**src/rtl/nonce_sweeper.sv**
```systemverilog
// Nonce sweeper: substitutes successive nonces into a header template, issues each to the
// miner core, and compares the returned hash against a target. Option macro: HASH_TIMEOUT_EN.
module nonce_sweeper #(
   parameter logic [31:0] NONCE_START    = 32'h0000_0000,
   parameter logic [31:0] NONCE_END      = 32'hFFFF_FFFF,
   parameter int          TIMEOUT_CYCLES = 1024
) (
   input  logic         clk,
   input  logic         rst,
   input  logic         start,
   input  logic         abort,
   input  logic [639:0] header_template,
   input  logic [255:0] target,
   input  logic         hash_valid,
   input  logic [255:0] computed_hash,
   output logic [639:0] header,
   output logic         hash_start,
   output logic         busy,
   output logic         found,
   output logic         exhausted,
   output logic [31:0]  found_nonce,
   output logic [31:0]  current_nonce,
   output logic         timeout
);

   typedef enum logic [2:0] {IDLE, ISSUE, WAIT, CHECK, DONE} stateT;

   stateT          state, stateNext;
   logic [31:0]    nonce;
   logic           headerLoaded;
   logic [607:0]   templateHi;
   logic [255:0]   targetReg;
   logic [255:0]   hashP1;
   logic           hit;
   logic           wdExpire;
   logic           unusedBits;

   // Core emits the digest in raw byte order; byte 0 is the most significant for comparison.
   function automatic logic [255:0] byteReverse(input logic [255:0] h);
      logic [255:0] r;
      for (int i = 0; i < 32; i++) r[8*i +: 8] = h[8*(31-i) +: 8];
      return r;
   endfunction

   assign hit           = (byteReverse(hashP1) <= targetReg);
   assign current_nonce = nonce;
   assign header        = headerLoaded ? {templateHi, nonce} : '0;

   always_ff @(posedge clk) begin
      if (rst) state <= IDLE;
      else     state <= stateNext;
   end

   always_comb begin
      stateNext = state;
      unique case (state)
         IDLE, DONE: if (start) stateNext = ISSUE;
         ISSUE:      stateNext = WAIT;
         WAIT: begin
            if (hash_valid)    stateNext = CHECK;
            else if (wdExpire) stateNext = DONE;
         end
         CHECK: begin
            if (hit || nonce == NONCE_END) stateNext = DONE;
            else                           stateNext = ISSUE;
         end
         default:    stateNext = IDLE;
      endcase
      if (abort) stateNext = IDLE;
   end

   always_comb begin
      hash_start = 1'b0;
      busy       = 1'b0;
      unique case (state)
         ISSUE:       begin hash_start = 1'b1; busy = 1'b1; end
         WAIT, CHECK: busy = 1'b1;
         default:     ;
      endcase
   end

   // Control and result registers
   always_ff @(posedge clk) begin
      if (rst) begin
         headerLoaded <= 1'b0;
         nonce        <= NONCE_START;
         found        <= 1'b0;
         exhausted    <= 1'b0;
         found_nonce  <= '0;
      end else if (abort) begin
         found        <= 1'b0;
         exhausted    <= 1'b0;
         found_nonce  <= '0;
      end else begin
         unique case (state)
            IDLE, DONE: begin
               if (start) begin
                  headerLoaded <= 1'b1;
                  nonce        <= NONCE_START;
                  found        <= 1'b0;
                  exhausted    <= 1'b0;
               end
            end
            CHECK: begin
               if (hit) begin
                  found       <= 1'b1;
                  found_nonce <= nonce;
               end else if (nonce == NONCE_END) begin
                  exhausted   <= 1'b1;
               end else begin
                  nonce       <= nonce + 32'd1;
               end
            end
            default: ;
         endcase
      end
   end

   // Datapath captures need no reset: headerLoaded masks the header until first start
   always_ff @(posedge clk) begin
      if ((state == IDLE || state == DONE) && start && !abort) begin
         templateHi <= header_template[639:32];
         targetReg  <= target;
      end
      if (state == WAIT && hash_valid) hashP1 <= computed_hash;
   end

`ifdef HASH_TIMEOUT_EN
   logic [31:0] wdCount;
   logic        timeoutFlag;

   assign wdExpire = (wdCount == 32'(TIMEOUT_CYCLES - 1));
   assign timeout  = timeoutFlag;

   // Counter is zeroed in ISSUE, which always immediately precedes WAIT
   always_ff @(posedge clk) begin
      if (rst) begin
         wdCount     <= '0;
         timeoutFlag <= 1'b0;
      end else if (abort) begin
         timeoutFlag <= 1'b0;
      end else begin
         unique case (state)
            IDLE, DONE: if (start) timeoutFlag <= 1'b0;
            ISSUE:      wdCount <= '0;
            WAIT: begin
               if (!hash_valid) begin
                  if (wdExpire) timeoutFlag <= 1'b1;
                  else          wdCount     <= wdCount + 32'd1;
               end
            end
            default: ;
         endcase
      end
   end

   assign unusedBits = ^header_template[31:0];
`else
   assign wdExpire   = 1'b0;
   assign timeout    = 1'b0;
   assign unusedBits = ^{header_template[31:0], TIMEOUT_CYCLES};
`endif

endmodule

```
**config.mk**
```make
export PLATFORM = sky130hd
export DESIGN_NAME = nonce_sweeper
export DESIGN_NICKNAME = d
export VERILOG_FILES = /design/src/rtl/nonce_sweeper.sv
export SDC_FILE = /design/constraint.sdc
export NUM_CORES = 1
export LEC_CHECK = 0
export CELL_PAD_IN_SITES_DETAIL_PLACEMENT = 1
export CELL_PAD_IN_SITES_GLOBAL_PLACEMENT = 1
export CORE_AREA = 2 2 724 726
export CTS_BUF_LIST = sky130_fd_sc_hd__clkbuf_2
export CTS_CLUSTER_SIZE = 28
export DETAILED_ROUTE_END_ITERATION = 10
export DIE_AREA = 0 0 726 728
export GPL_TIMING_DRIVEN = 0
export HOLD_SLACK_MARGIN = 0.05
export PLACE_DENSITY = 0.4
export SYNTH_ARGS = -nofsm -noshare
export SYNTH_HDL_FRONTEND = slang
export SYNTH_SLANG_ARGS = --single-unit
export TNS_END_PERCENT = 1
```
**constraint.sdc**
```tcl
create_clock -name clk -period 49.7 [get_ports clk]
set_input_delay 4.97 -clock clk [delete_from_list [all_inputs] [get_ports clk]]
set_output_delay 4.97 -clock clk [all_outputs]
set_load 0.01 [all_outputs]
```
==> results by stage <==
Route:
- After detailed routing, the number of vias per cell comes to 3.036.
- The detailed-route wire length per cell is 34.00 um.
- The total detailed-routing wirelength is 437600 um.
- The total number of vias is 39070.
- The detailed router finished its first iteration with 2365 violations.
- In this run the remaining antenna-violating nets after routing total 0.
- The detailed-route DRC error count is 0.
- The first detailed-routing pass ran for 7 iterations.

Status:
- The run finished with clean final reports.

Power and ir drop:
- The total power consumption of the routed design is 2.364 mW.
- The leakage power is 28.00 nW.
- The maximum VDD drop is 0.00001703 V.
- The power per unit of standard cell area is 29.48 nW/um2.

Timing:
- The final count of hold timing violations is 0.
- At the pin with the least slew margin, the transition time is 1.420 ns.
- After routing, the total negative slack on setup checks comes to 0 ns.
- Measured against its own limit, the worst slew margin works out to 4.467%.
- Setup repair after global routing left no endpoint under its margin.
- After layout, the minimum clock period comes to 10.45 ns.
- Across all setup checks in the final design, the least slack found is 39.25 ns.
- The final count of pins violating max slew is 0.
- The highest clock rate is 95.71 MHz.
- The worst clock skew on the final layout is 0.3557 ns.
- The worst hold margin is 0.4694 ns.
- The fraction of the cycle the final worst path needs is 21.02%.
- The final setup violation count is 0.

Worst setup path:
- The worst path required time is 44.73 ns.
- The delay contributed by the slowest stage of the critical path is 1.08 ns.
- The family of cells with the greatest summed delay on the critical path is buffers and inverters.
- Counting stages on the worst path, the most repeated cell is sky130_fd_sc_hd__clkbuf_2.
- In this run the worst path has a maximum fanout of 10.
- The worst path arrival time is 5.48 ns.
- The kind of launch point of the worst setup path is a register.
- Together, buffers and inverters on the worst path number 5.
- The worst setup path is captured at an output pin.
- The critical path goes through clkbuf_2 > buf_12 > clkbuf_2 > clkbuf_2 > and2_1 > clkdlybuf4s50_1.
- The slowest stage of the critical path belongs to the cell sky130_fd_sc_hd__clkdlybuf4s50_1.
- The worst setup path is of the register to output pin kind.

Placed design:
- The pre-CTS setup slack is 40.71 ns.
- The count of buffers from port buffering is 1832.
- The final weighted congestion in routability-driven placement is 0.9740.
- Detailed placement finished with a half-perimeter wire length of 382700 um.

GRT:
- The initial antenna violation count is 453.
- The global-route wire length before repair is 530900 um.
- The global routing usage on met1 is 19.38%.
- For this run the aggregate overflow at the end of global routing stands at 0.
- The global-route layer with the greatest usage is met2.
- The maximum number of pins on one net before global-route repair is 31.
- The met3 routing resource usage after global routing is 5.666%.
- The total global-route track usage is 16.00%.
- The met2 track demand over resource is 26.82%.
- The via count of the first global-routing pass came to 40830.

Logic synthesis:
- After synthesis the cells add up to 47940 um2.
- The primary flip-flop cell chosen by synthesis mapping is sky130_fd_sc_hd__edfxtp_1.
- The portion of the post-synthesis area used by sequential elements is 73.07%.
- The number of distinct library cells after synthesis is 64.
- The share of synthesized flip-flops with an asynchronous set or reset is 0%.
- The total nets after synthesis is 4609.
- The post-synthesis average cell area is 15.01 um2.
- In the synthesized netlist, the number of instances is 3195.
- The register bit count reported by yosys is 1190.
- For this run, the number of Yosys warnings is 0.
- The synthesized design contains 1120 enable-type register cells.

CTS:
- In this run the deepest clock path goes through 4 buffers.
- The number of gates resized after CTS is 0.
- The H-tree depth is 5.
- The clock input transition at the sequential cells of the worst setup and hold paths is 0.08 ns.
- The clock latency on the worst-skew pair is 1.94 ns.
- TritonCTS built the clock tree.
- Buffers inserted during clock tree synthesis total 401.
- Counting every sink on the clock net gives 1190.
- The cell sitting at the root of the clock tree is a sky130_fd_sc_hd__clkbuf_2.
- The number of hold-repair buffers added at the cts stage is 0.
- Buffers added to address setup during post-CTS repair amount to 0.

Hold path:
- The tightest min-delay check is of the register to register type.

Finish:
- Relative to the synthesized area, the layout overhead comes to 67.28%.
- The fraction of final layout cells with drive strength greater than 1 is 12.46%.
- The final net count is 6917.
- The filler cells instantiated in the layout total 59630.

Floorplan:
- The die width is 726 um.
- The floorplan step defined a die boundary enclosing 528500 um2.
- In this run the core area contains 265 standard-cell rows.
- Measured along the y axis, the die boundary spans 728 um.
- The effective utilization at floorplan is 9.221%.
- In this run the standard cell core region covers 519900 um2.
- 1866 I/O pins were placed.

Flow run:
- The reported max-cap violation count is 0.
[state kept, by name (all words and copies together) (netlist names)]
name and cells:
templateHi 608, headerLoaded 1, found 1, state 3
targetReg 256, exhausted 1, current_nonce 32, found_nonce 32
hashP1 256
[power breakdown]
part	switching [mW]	internal [mW]	total [mW]
Combinational	0.142	0.143	0.285
Clock	0.576	0.340	0.916
Sequential	0.0257	1.14	1.16
Total	0.743	1.62	2.36
[tightest hold or removal path, stage by stage, from the launching register on]
cell and delay, ns:
sky130_fd_sc_hd__dfxtp_1 0.31, sky130_fd_sc_hd__nand2_1 0.05, sky130_fd_sc_hd__mux2i_1 0.06
[metal layers]
metal,vias to the layer above,routed length [um]
met1,19120,179900
li1,16520,-
met3,1052,37570
met5,-,885
met4,134,14790
met2,2249,204500
[Yosys cell counts, drive strengths merged, types with 5 or more instances]
cell,n,area [um2]
edfxtp,1120,33630
and2,645,4035
inv,277,1040
ha,257,3216
nand2,165,629.4
a21oi,110,561.8
clkbuf,88,330.3
dfxtp,70,1401
nand4,64,400.4
nand3,54,275.3
o21ai,45,229.0
nor2,40,150.1
mux2i,34,340.3
nor4,27,196.4
nor3,20,100.1
a21o,19,142.6
buf,14,106.3
or2,14,90.09
a221oi,12,117.6
o211ai,12,90.09
o311ai,12,105.1
o31ai,11,82.58
a211oi,10,75.07
o211a,9,90.09
or3,8,50.05
and4,6,52.55
nand2b,6,37.54
o21bai,5,37.54
o41ai,5,43.79
[placed cells by master (no fill, tap or decap), types with 35 or more instances in the layout]
cell                              netlist  layout
sky130_fd_sc_hd__clkdlybuf4s50_1        0    1832
sky130_fd_sc_hd__edfxtp_1            1120    1120
sky130_fd_sc_hd__and2_1               645     645
sky130_fd_sc_hd__clkbuf_2               0     555
sky130_fd_sc_hd__inv_1                276     276
sky130_fd_sc_hd__ha_1                 257     257
sky130_fd_sc_hd__nand2_1              163     163
sky130_fd_sc_hd__clkinv_1               0     115
sky130_fd_sc_hd__a21oi_1              109     109
sky130_fd_sc_hd__diode_2                0     100
sky130_fd_sc_hd__clkbuf_1              88      84
sky130_fd_sc_hd__dfxtp_1               70      70
sky130_fd_sc_hd__nand4_1               64      64
sky130_fd_sc_hd__nand3_1               53      53
sky130_fd_sc_hd__nor2_1                40      39
sky130_fd_sc_hd__buf_12                 0      35
[final cells by class]
cell class              count  area (um2)  area share [%]
diodes                    100       250.2          0.3120
clock buffers             551        2758           3.439
flip-flops and latches   1190       35030           43.68
clock inverters           177       983.4           1.226
well taps                6942        8686           10.83
repair buffers           1905       19530           24.35
multi-input cells        1626       11480           14.31
inverters                 277        1040           1.296
plain buffers             102       441.7          0.5507
[kinds of logic (layout without fill, tap and decap cells)]
kind of cell,after synthesis,count (layout),synth area share [%]
and+or+nand+nor,1068,1068,12.86
xor gates and xnor gates,1,1,0.01827
buffers and inverters,379,3012,3.080
AOI/OAI and AO/OA,265,265,3.547
DFF,1190,1190,73.07
muxes,34,34,0.7099
adders and majority gates,257,257,6.707
other,1,101,0.007822
[per-stage QoR]
| stage | cells | instance area [um2] | util [%] |
|---|---|---|---|
| floorplan | 3195 | 47940 | - |
| global placement | 11970 | 74970 | 14.42 |
| detailed placement | 12040 | 76200 | 14.66 |
| CTS | 12770 | 79940 | 15.38 |
| global route | 12800 | 80030 | 15.39 |
| finish | 12870 | 80200 | 15.43 |
[path summary, 6_finish.rpt]
kind	startpoint	endpoint	slack, ns	depth (start not counted)
max reg2reg	hashP1[229]	current_nonce[10]	43.77	11
min	found_nonce[3]	found_nonce[3]	0.47	2
min reg2reg	found_nonce[3]	found_nonce[3]	0.47	2
max	headerLoaded	header[604]	39.25	6
Power figures use the tool's default switching activity.
